[config.mk]
export PLATFORM = sky130hd
export DESIGN_NAME = seg7_scan_decoder
export DESIGN_NICKNAME = d
export VERILOG_FILES = /design/src/rtl/seg7_pkg.sv /design/src/rtl/seg7_pattern_decode.sv /design/src/rtl/seg7_scan_decoder.sv
export SDC_FILE = /design/constraint.sdc
export NUM_CORES = 1
export LEC_CHECK = 0
export BUFFER_PORTS_ARGS = -buffer_cell sky130_fd_sc_hd__buf_2
export CAP_MARGIN = 20
export CORE_ASPECT_RATIO = 1.1
export CORE_MARGIN = 2
export CORE_UTILIZATION = 30
export DETAILED_ROUTE_END_ITERATION = 12
export GPL_TIMING_DRIVEN = 1
export PLACE_DENSITY = 0.59
export SLEW_MARGIN = 20
export SYNTH_ARGS = -nofsm -noshare
export SYNTH_HDL_FRONTEND = slang
export SYNTH_SLANG_ARGS = --single-unit
[constraint.sdc]
create_clock -name clk0 -period 3.7 [get_ports clk0]
set_input_delay 0.555 -clock clk0 [delete_from_list [all_inputs] [get_ports clk0]]
set_output_delay 0.555 -clock clk0 [all_outputs]
set_load 0.005 [all_outputs]
[src/rtl/seg7_pkg.sv]
// Shared definitions for the multiplexed 7-segment scan interface:
// segment patterns (bit0=a .. bit6=g), decoded code values and decoder FSM states.
package seg7_pkg;

    localparam logic [6:0] SEG_PAT_0 = 7'h3F;
    localparam logic [6:0] SEG_PAT_1 = 7'h06;
    localparam logic [6:0] SEG_PAT_2 = 7'h5B;
    localparam logic [6:0] SEG_PAT_3 = 7'h4F;
    localparam logic [6:0] SEG_PAT_4 = 7'h66;
    localparam logic [6:0] SEG_PAT_5 = 7'h6D;
    localparam logic [6:0] SEG_PAT_6 = 7'h7D;
    localparam logic [6:0] SEG_PAT_7 = 7'h27;
    localparam logic [6:0] SEG_PAT_8 = 7'h7F;
    localparam logic [6:0] SEG_PAT_9 = 7'h6F;
    localparam logic [6:0] SEG_PAT_BLANK = 7'h00;

    // Codes reported for non-digit slots: all segments dark vs. an unknown pattern.
    localparam logic [3:0] SEG_BLANK   = 4'hF;
    localparam logic [3:0] SEG_INVALID = 4'hE;

    typedef enum logic {
        HUNT    = 1'b0,
        COLLECT = 1'b1
    } scan_state_e;

endpackage

[src/rtl/seg7_pattern_decode.sv]
// Maps a 7-bit segment pattern to its BCD digit, the blank code or the invalid code.
module seg7_pattern_decode
    import seg7_pkg::*;
(
    input  logic [6:0] pattern_i,
    output logic [3:0] code_o
);

    // Pure lookup; anything that is not one of the ten digit shapes or blank is invalid.
    always_comb begin
        code_o = SEG_INVALID;
        case (pattern_i)
            SEG_PAT_0:     code_o = 4'd0;
            SEG_PAT_1:     code_o = 4'd1;
            SEG_PAT_2:     code_o = 4'd2;
            SEG_PAT_3:     code_o = 4'd3;
            SEG_PAT_4:     code_o = 4'd4;
            SEG_PAT_5:     code_o = 4'd5;
            SEG_PAT_6:     code_o = 4'd6;
            SEG_PAT_7:     code_o = 4'd7;
            SEG_PAT_8:     code_o = 4'd8;
            SEG_PAT_9:     code_o = 4'd9;
            SEG_PAT_BLANK: code_o = SEG_BLANK;
            default:       code_o = SEG_INVALID;
        endcase
    end

endmodule

[src/rtl/seg7_scan_decoder.sv]
// Receiver for the multiplexed 7-segment scan bus: waits for each slot to settle,
// collects slots 0..3 in order into shadow registers and commits whole frames.
module seg7_scan_decoder
    import seg7_pkg::*;
#(
    parameter int unsigned SETTLE_CYCLES = 4
) (
    input  logic        clk0,
    input  logic        rst_n,
    input  logic [7:0]  seg7,
    input  logic [3:0]  line,
    input  logic        err_clr,
    output logic [15:0] digits,
    output logic [3:0]  digit_valid,
    output logic        frame_valid,
    output logic        locked,
    output logic        err_seq,
    output logic        err_line
);

    localparam logic [7:0] SETTLE_MAX  = 8'(SETTLE_CYCLES);
    localparam logic [7:0] SETTLE_LAST = 8'(SETTLE_CYCLES - 1);

    logic [10:0]      scanIn_d;
    logic [10:0]      scanIn_q;
    logic [7:0]       settle_q;
    logic             sampleEvent;
    logic             unusedDp;
    logic [3:0]       lineQ;
    logic             lineOneHot;
    logic             lineMultiHot;
    logic [1:0]       slotIdx;
    logic [3:0]       slotCode;

    scan_state_e      state_q;
    logic [1:0]       exp_q;
    logic [1:0]       expPrev;
    logic [3:0][3:0]  shadow_q;
    logic             commit_q;
    logic [15:0]      digits_q;
    logic [3:0]       digitValid_q;
    logic             frameValid_q;
    logic             locked_q;
    logic             errSeq_q;
    logic             errLine_q;

    // The decimal point carries no digit information and is dropped at the input.
    assign unusedDp = seg7[7];
    assign scanIn_d = {line, seg7[6:0]};

    // Input register plus stability counter; any change in the registered bus restarts settling.
    always_ff @(posedge clk0 or negedge rst_n) begin
        if (!rst_n) begin
            scanIn_q <= '0;
            settle_q <= '0;
        end else begin
            scanIn_q <= scanIn_d;
            if (scanIn_d != scanIn_q) begin
                settle_q <= '0;
            end else if (settle_q != SETTLE_MAX) begin
                settle_q <= settle_q + 8'd1;
            end
        end
    end

    // Fires once per stable slot, on the cycle the counter reaches saturation.
    assign sampleEvent = (scanIn_d == scanIn_q) && (settle_q == SETTLE_LAST);

    assign lineQ = scanIn_q[10:7];

    // Classify the digit select and find the active slot.
    always_comb begin
        lineOneHot = 1'b1;
        slotIdx    = 2'd0;
        case (lineQ)
            4'b0001: slotIdx = 2'd0;
            4'b0010: slotIdx = 2'd1;
            4'b0100: slotIdx = 2'd2;
            4'b1000: slotIdx = 2'd3;
            default: lineOneHot = 1'b0;
        endcase
    end

    assign lineMultiHot = (lineQ != 4'b0000) && !lineOneHot;
    assign expPrev      = exp_q - 2'd1;

    seg7_pattern_decode uDecode (
        .pattern_i (scanIn_q[6:0]),
        .code_o    (slotCode)
    );

    // Slot sequencing FSM with shadow collection, atomic frame commit and sticky error flags.
    always_ff @(posedge clk0 or negedge rst_n) begin
        if (!rst_n) begin
            state_q      <= HUNT;
            exp_q        <= 2'd0;
            shadow_q     <= {4{SEG_BLANK}};
            commit_q     <= 1'b0;
            digits_q     <= 16'hFFFF;
            digitValid_q <= 4'b0000;
            frameValid_q <= 1'b0;
            locked_q     <= 1'b0;
            errSeq_q     <= 1'b0;
            errLine_q    <= 1'b0;
        end else begin
            frameValid_q <= 1'b0;
            commit_q     <= 1'b0;

            if (err_clr) begin
                errSeq_q  <= 1'b0;
                errLine_q <= 1'b0;
            end

            if (commit_q) begin
                digits_q     <= shadow_q;
                for (int k = 0; k < 4; k++) begin
                    digitValid_q[k] <= (shadow_q[k] <= 4'd9);
                end
                frameValid_q <= 1'b1;
            end

            if (sampleEvent && lineMultiHot) begin
                errLine_q <= 1'b1;
            end

            if (sampleEvent && lineOneHot) begin
                case (state_q)
                    HUNT: begin
                        if (slotIdx == 2'd0) begin
                            shadow_q[0] <= slotCode;
                            exp_q       <= 2'd1;
                            state_q     <= COLLECT;
                            locked_q    <= 1'b1;
                        end
                    end
                    COLLECT: begin
                        if (slotIdx == exp_q) begin
                            shadow_q[slotIdx] <= slotCode;
                            exp_q             <= exp_q + 2'd1;
                            commit_q          <= (slotIdx == 2'd3);
                        end else if (slotIdx == expPrev) begin
                            shadow_q[slotIdx] <= slotCode;
                            commit_q          <= (slotIdx == 2'd3);
                        end else begin
                            errSeq_q <= 1'b1;
                            state_q  <= HUNT;
                            locked_q <= 1'b0;
                            exp_q    <= 2'd0;
                            shadow_q <= {4{SEG_BLANK}};
                        end
                    end
                endcase
            end
        end
    end

    assign digits      = digits_q;
    assign digit_valid = digitValid_q;
    assign frame_valid = frameValid_q;
    assign locked      = locked_q;
    assign err_seq     = errSeq_q;
    assign err_line    = errLine_q;

endmodule
==> results of run 1 <==
per-stage QoR:
| step | hold slack (ps) | util (%) | instances |
|---|---|---|---|
| finish | 238 | 36.7 | 463 |
| global route | 289 | 36.7 | 463 |
| CTS | 345 | 36.7 | 463 |
| detailed placement | 456 | 33.6 | 447 |
| global placement | 455 | 33.6 | 447 |
| floorplan | 259 | - | 285 |
layer usage:
metal | wire [µm] | vias up
li1 | - | 1117
met1 | 2950 | 1155
met2 | 3190 | 52
met3 | 319 | 17
met4 | 206 | 0
met5 | 0 | -
worst reg2reg max path: cells and delay by family (launching register included):
family / cells / cell delay (ps)
compound gates: 2 / 360
flops: 1 / 660
simple gates: 3 / 1660
power groups by stage:
stage | clock network, mW | registers (mW) | logic, mW
detailed placement | 0 | 0.731 | 0.0715
global route | 0.959 | 0.723 | 0.0797
CTS | 0.926 | 0.720 | 0.0719
global placement | 0 | 0.731 | 0.0702
floorplan | 0 | 0.713 | 0.0565
finish | 0.906 | 0.721 | 0.0703
logic make-up after synthesis:
group / count (synthesis) / synth area share [%]
muxes: 17 / 5.90
AOI/OAI and AO/OA: 63 / 16.8
adders and majority gates: 3 / 1.09
and+or+nand+nor: 82 / 15.4
buffers and inverters: 35 / 4.70
DFF: 63 / 50.2
xor gates and xnor gates: 22 / 5.98
sequential cells by signal, indices dropped and copies added, names as in the netlist, 2 cells and up:
signal       cells
settle_q         8
shadow_q        16
digits          16
exp_q            2
digit_valid      4
scanIn_q        11
layout by cell type, fill, tap and decap left out, types with 2 or more instances in the layout:
cell	Yosys	layout
xor2_1	17	17
a41oi_1	2	2
nor2_1	16	16
nor4_1	4	4
o32ai_1	2	2
o211ai_1	5	5
or4_1	3	3
o21a_1	5	5
nor4b_1	4	4
dfstp_2	32	32
a2111oi_4	3	3
o221ai_1	2	2
nor2b_1	3	3
o22a_1	12	12
xnor2_1	5	5
nand2_1	11	11
a211oi_1	2	2
inv_1	15	15
a21oi_1	5	5
clkinv_4	0	2
dfrtp_1	31	31
clkbuf_16	0	9
and3_1	5	5
or4b_4	3	3
buf_4	0	3
a2bb2oi_1	5	5
nand4_1	6	6
nand3_1	8	8
bufinv_16	0	2
o21ai_0	8	8
or4_4	2	2
o22ai_1	2	2
buf_2	4	36
mux2_2	16	16
nor3_1	5	5
ha_1	2	2
or3_1	2	2
worst min path at each step:
stage | slack, ps | endpoint
final | 240 | state_q$_DFFE_PN0P_
after global routing | 290 | digit_valid[0]$_DFFE_PN0P_
after CTS | 350 | scanIn_q[6]$_DFF_PN0_
after detailed placement | 460 | shadow_q[0]$_DFFE_PN1P_
after global placement | 460 | digit_valid[2]$_DFFE_PN0P_
after floorplan | 260 | commit_q$_DFF_PN0_
area by class of cell:
type	count	area [µm²]	share of cell area, %
Clock inverter	7	96.3	2.51
Multi-Input combinational cell	187	1460	38.0
Inverter	15	56.3	1.47
Sequential cell	63	1620	42.2
Clock buffer	9	225	5.88
Tap cell	143	179	4.67
Timing Repair Buffer	39	203	5.29
==> results.py, run 1 <==
metrics = {
    "run_status": {
        "outcome": "completed",
    },
    "grt": {
        "grt_antenna_before_repair": 0,
        "grt_pass1_wl_um": 11100,
        "grt_pass1_vias": 2282,
        "grt.overflow.total": 0,
        "grt_util_met2_pct": 19.0,
        "grt_max_degree": 50,
        "top_usage_layer": "met2",
        "grt_util_all_layers_pct": 12.3,
        "grtUsageMet3_pct": 4.01,
        "use_met1_pct": 15.2,
    },
    "layout": {
        "fill_cells": 1042,
        "postLayoutCellArea_mm2": 0.00383,
        "drive_gt1_share_pct": 36.6,
        "final_nets": 332,
        "area_growth_pct": 18.9,
        "antennaDiodeCount": 0,
    },
    "timing": {
        "relSlewSlack_pct": 42.8,
        "fmax_ghz": 0.364,
        "skew_ps": 8.64,
        "worst_pin_slew_ps": 859,
        "period_share_pct": 74.3,
        "min_period_ps": 2750,
        "fin_setup_tns_ps": 0,
        "postLayoutSetupSlackWorst_ps": 951,
        "rsz0062_at_grt": "no",
        "finalSetupViolCount": 0,
        "hold_viol": 0,
        "slew_viol_final": 0,
    },
    "clocking": {
        "postCtsHoldBufs": 0,
        "cts_made_buffers": 9,
        "htree_levels": 3,
        "cts_setup_buffers": 0,
        "cts_tree": "yes",
        "root_buffer": "clkbuf_16",
        "clock_sinks": 63,
        "cts_resized": 0,
        "cts_max_path_buffers": 2,
        "clk_latency_ps": 330,
        "clk_pin_slew_ps": 50,
    },
    "die": {
        "io_pins": 39,
        "start_util_pct": 30.9,
        "die_h_um": 113,
        "fp.coreArea_mm2": 0.0104,
        "dieArea_mm2": 0.0116,
        "dieWidth_um": 103,
        "rows": 39,
    },
    "power_and_ir_drop": {
        "ir_drop_mv": 0.153,
        "cellLeakagePower_nw": 1.57,
        "power.switching_uw": 380,
        "combPwrFrac_pct": 4.1,
        "p_clk_share_pct": 53.4,
        "seqPwrFrac_pct": 42.5,
        "p_total_mw": 1.70,
        "p_int_mw": 1.32,
        "p_per_area_mw_per_mm2": 443,
        "switching_share_pct": 22.4,
    },
    "critical_path": {
        "reg2reg_to": "shadow_q[12]$_DFFE_PN1P_",
        "path_max_fanout": 17,
        "crit_type": "reg2reg",
        "reg2reg_from": "scanIn_q[10]$_DFF_PN0_",
        "cpPeakStageDelay_ps": 700,
        "endpoint_kind": "register",
        "crit_required_ps": 3960,
        "ff2ff_path_depth": 5,
        "critical_path.startpoint_type": "register",
        "worstPathArrival_ps": 3010,
        "crit_family": "simple AND/OR/NAND/NOR gates",
        "reg2reg_slack_ps": 950,
        "cp_slowest_cell": "or4_1",
        "cp.depth": 5,
        "worstSetupEndpoint": "shadow_q[12]$_DFFE_PN1P_",
        "crit_chain": "or4b_4, o311ai_1, nand2_1, or4_1, o22a_1",
        "crit_start": "scanIn_q[10]$_DFF_PN0_",
        "critPathBufInv": 0,
    },
    "synth": {
        "ys_top_cells_by_area": "dfstp_2, dfrtp_1, mux2_2",
        "ys_seq_area_share_pct": 50.2,
        "ys_top_cells_by_count": "dfstp_2, dfrtp_1, xor2_1",
        "synth_largest_area_cell": "dfstp_2",
        "synth-edff-count": 0,
        "yosysMostFrequentCell": "dfstp_2",
        "synthCells": 285,
        "ys_ff_latch": 63,
        "postSynth.asyncResetShare_pct": 100,
        "avgSynthCellArea_um2": 11.3,
        "ys_types": 58,
        "synth_top_area_share_pct": 26.1,
        "syn_area_mm2": 0.00322,
        "synth_top_flop_cell": "dfstp_2",
        "synth_nets": 302,
        "ys_warn_count": 0,
    },
    "route": {
        "drt_iter0_drc": 183,
        "drc_errors": 0,
        "drt-pass1-iter-count": 5,
        "ant_nets": 0,
        "viasPerCell": 5.06,
        "route.detailed.wl_per_inst_um": 14.4,
        "vias": 2341,
        "routed_wirelength_um": 6670,
    },
    "placement": {
        "place_ws_ps": 948,
        "place_congestion": 0.761,
        "port_buffers": 37,
        "hpwl_um": 4630,
        "place_area_mm2": 0.00351,
    },
    "worst_hold_path": {
        "hold_path.class": "in2async",
    },
    "run": {
        "maxCapViolations": 0,
    },
}
Note: power is estimated with default switching activity, not from simulation.
==> run 2, diff against run 1 <==
--- a/config.mk
+++ b/config.mk
@@ -12,7 +12,7 @@
 export CORE_UTILIZATION = 30
 export DETAILED_ROUTE_END_ITERATION = 12
 export GPL_TIMING_DRIVEN = 1
-export PLACE_DENSITY = 0.59
+export PLACE_DENSITY = 0.6
 export SLEW_MARGIN = 20
 export SYNTH_ARGS = -nofsm -noshare
 export SYNTH_HDL_FRONTEND = slang
==> constraint.sdc (replaced) <==
create_clock -name clk0 -period 2.4 [get_ports clk0]
set_input_delay 0.36 -clock clk0 [delete_from_list [all_inputs] [get_ports clk0]]
set_output_delay 0.36 -clock clk0 [all_outputs]
set_load 0.005 [all_outputs]
==> run 2 against run 1 <==
  * First-iteration DRC count down 27%
  * Clock skew down 4.6 ps
  * Wire length fell by 1.8%
  * Total power increased by 44%
  * Highest routed layer unchanged
  * Core utilization increased by 1.6 points
  * Fmax up 19%
==> results.py, run 2 (synthesis gave the netlist of run 1 again) <==
metrics = {
    "grt": {
        "grt.overflow.total": 0,
        "grt_max_degree": 35,
        "grt_pass1_wl_um": 11100,
        "grt_util_all_layers_pct": 12.4,
        "grt_antenna_before_repair": 0,
        "grt_pass1_vias": 2293,
    },
    "power_and_ir_drop": {
        "p_int_mw": 1.87,
        "ir_drop_mv": 0.285,
        "seqPwrFrac_pct": 44.4,
        "cellLeakagePower_nw": 1.67,
        "p_total_mw": 2.45,
        "power.switching_uw": 583,
        "p_per_area_mw_per_mm2": 613,
        "p_clk_share_pct": 49.4,
        "combPwrFrac_pct": 6.2,
        "switching_share_pct": 23.8,
    },
    "route": {
        "viasPerCell": 4.90,
        "routed_wirelength_um": 6540,
        "drt-pass1-iter-count": 5,
        "drt_iter0_drc": 134,
        "ant_nets": 0,
        "vias": 2377,
        "drc_errors": 0,
        "route.detailed.wl_per_inst_um": 13.5,
    },
    "layout": {
        "final_common_cell": "buf_2",
        "antennaDiodeCount": 0,
        "area_growth_pct": 24.0,
        "layout_common_cells": "buf_2, dfstp_2, dfrtp_1",
        "fill_cells": 1037,
        "drive_gt1_share_pct": 41.5,
        "final_nets": 354,
        "regArea_mm2": 0.00162,
        "finalNonFillerCells": 485,
        "multi_input_area_mm2": 0.00147,
    },
    "timing": {
        "period_share_pct": 96.3,
        "hold_viol": 0,
        "fmax_ghz": 0.433,
        "relSlewSlack_pct": 48.0,
        "whs_ps": 64.2,
        "finalSetupViolCount": 0,
        "skew_ps": 4.04,
        "worst_pin_slew_ps": 760,
        "min_period_ps": 2310,
        "fin_setup_tns_ps": 0,
        "rsz0062_at_grt": "yes",
        "slew_viol_final": 0,
    },
    "die": {
        "io_pins": 39,
        "die_h_um": 113,
        "rows": 39,
        "dieWidth_um": 103,
        "start_util_pct": 30.9,
        "fp.coreArea_mm2": 0.0104,
        "dieArea_mm2": 0.0116,
    },
    "run_status": {
        "outcome": "completed",
    },
    "critical_path": {
        "crit_type": "reg2reg",
        "path_max_fanout": 8,
        "critical_path.startpoint_type": "register",
        "crit_chain": "buf_4, or4b_4, nand4_1, a31o_2, or4b_1, a2bb2oi_1",
        "crit_required_ps": 2660,
        "cpPeakStageDelay_ps": 570,
        "worstPathArrival_ps": 2570,
        "endpoint_kind": "register",
        "cp_slowest_cell": "or4b_4",
    },
    "clocking": {
        "cts_made_buffers": 9,
        "clk_latency_ps": 340,
        "clk_pin_slew_ps": 50,
        "cts_tree": "yes",
        "clock_sinks": 63,
        "htree_levels": 3,
        "root_buffer": "clkbuf_16",
        "cts_max_path_buffers": 2,
    },
    "placement": {
        "post-place-cells": 469,
        "place_congestion": 0.800,
        "port_buffers": 37,
        "hpwl_um": 4820,
    },
    "worst_hold_path": {
        "hold_path.class": "in2async",
    },
    "run": {
        "maxCapViolations": 0,
    },
}
## run 2: repair_timing
item,in CTS,in global routing
buffers inserted,0,0
endpoints found under the setup margin,0,8
resized for setup,0,3
hold endpoints to repair,0,0
hold buffers,0,0
## run 2: worst paths after layout
check	slack, ps	startpoint	cells after the start	to
max reg2reg	90	scanIn_q[9]$_DFF_PN0_	6	shadow_q[0]$_DFFE_PN1P_
max	90	scanIn_q[9]$_DFF_PN0_	6	shadow_q[0]$_DFFE_PN1P_
min in group clk0	150	seg7[2]	1	scanIn_q[2]$_DFF_PN0_
min reg2reg	470	shadow_q[0]$_DFFE_PN1P_	2	shadow_q[0]$_DFFE_PN1P_
min	60	rst_n	1	commit_q$_DFF_PN0_
max in group asynchronous	1680	rst_n	2	shadow_q[2]$_DFFE_PN1P_
## run 2: routing by layer
layer | GRT usage [%] | share of wire (%) | vias to the layer above | routed length (µm)
li1 | - | - | 1164 | -
met1 | 15.3 | 46 | 1155 | 3010
met5 | 0 | 0 | - | 0
met2 | 19.8 | 47 | 46 | 3070
met4 | 6.32 | 2.6 | 0 | 167
met3 | 3.27 | 4.6 | 12 | 303
## run 2: metrics by stage
| stage | instance area, µm² | utilization [%] | worst slack (ps) |
|---|---|---|---|
| after floorplan | 3220 | - | 260 |
| after global placement | 3700 | 35.4 | 88.4 |
| after detailed placement | 3700 | 35.4 | 107 |
| after CTS | 3980 | 38.1 | 94.4 |
| after global routing | 4000 | 38.3 | -3.45 |
| final | 4000 | 38.3 | 88.4 |
## run 2: layout make-up
| class | count | share of cell area [%] |
|---|---|---|
| timing repair buffer | 61 | 9.77 |
| multi-input combinational | 187 | 36.7 |
| tap | 143 | 4.48 |
| clock buffer | 10 | 5.98 |
| inverter | 15 | 1.41 |
| sequential | 63 | 40.5 |
| clock inverter | 6 | 1.13 |
## run 2: worst max-delay path, delay by kind of cell, from the launching register on
kind            cells  cell delay (ps)
buf+inv             1              190
flops               1              460
simple gates        3             1230
compound gates      2              350
## run 2: power groups by stage
stage | logic (mW) | registers (mW) | clock network (mW)
floorplan | 0.0871 | 1.10 | 0
global placement | 0.151 | 1.10 | 0
detailed placement | 0.154 | 1.10 | 0
CTS | 0.155 | 1.09 | 1.24
global route | 0.171 | 1.09 | 1.29
finish | 0.151 | 1.09 | 1.21
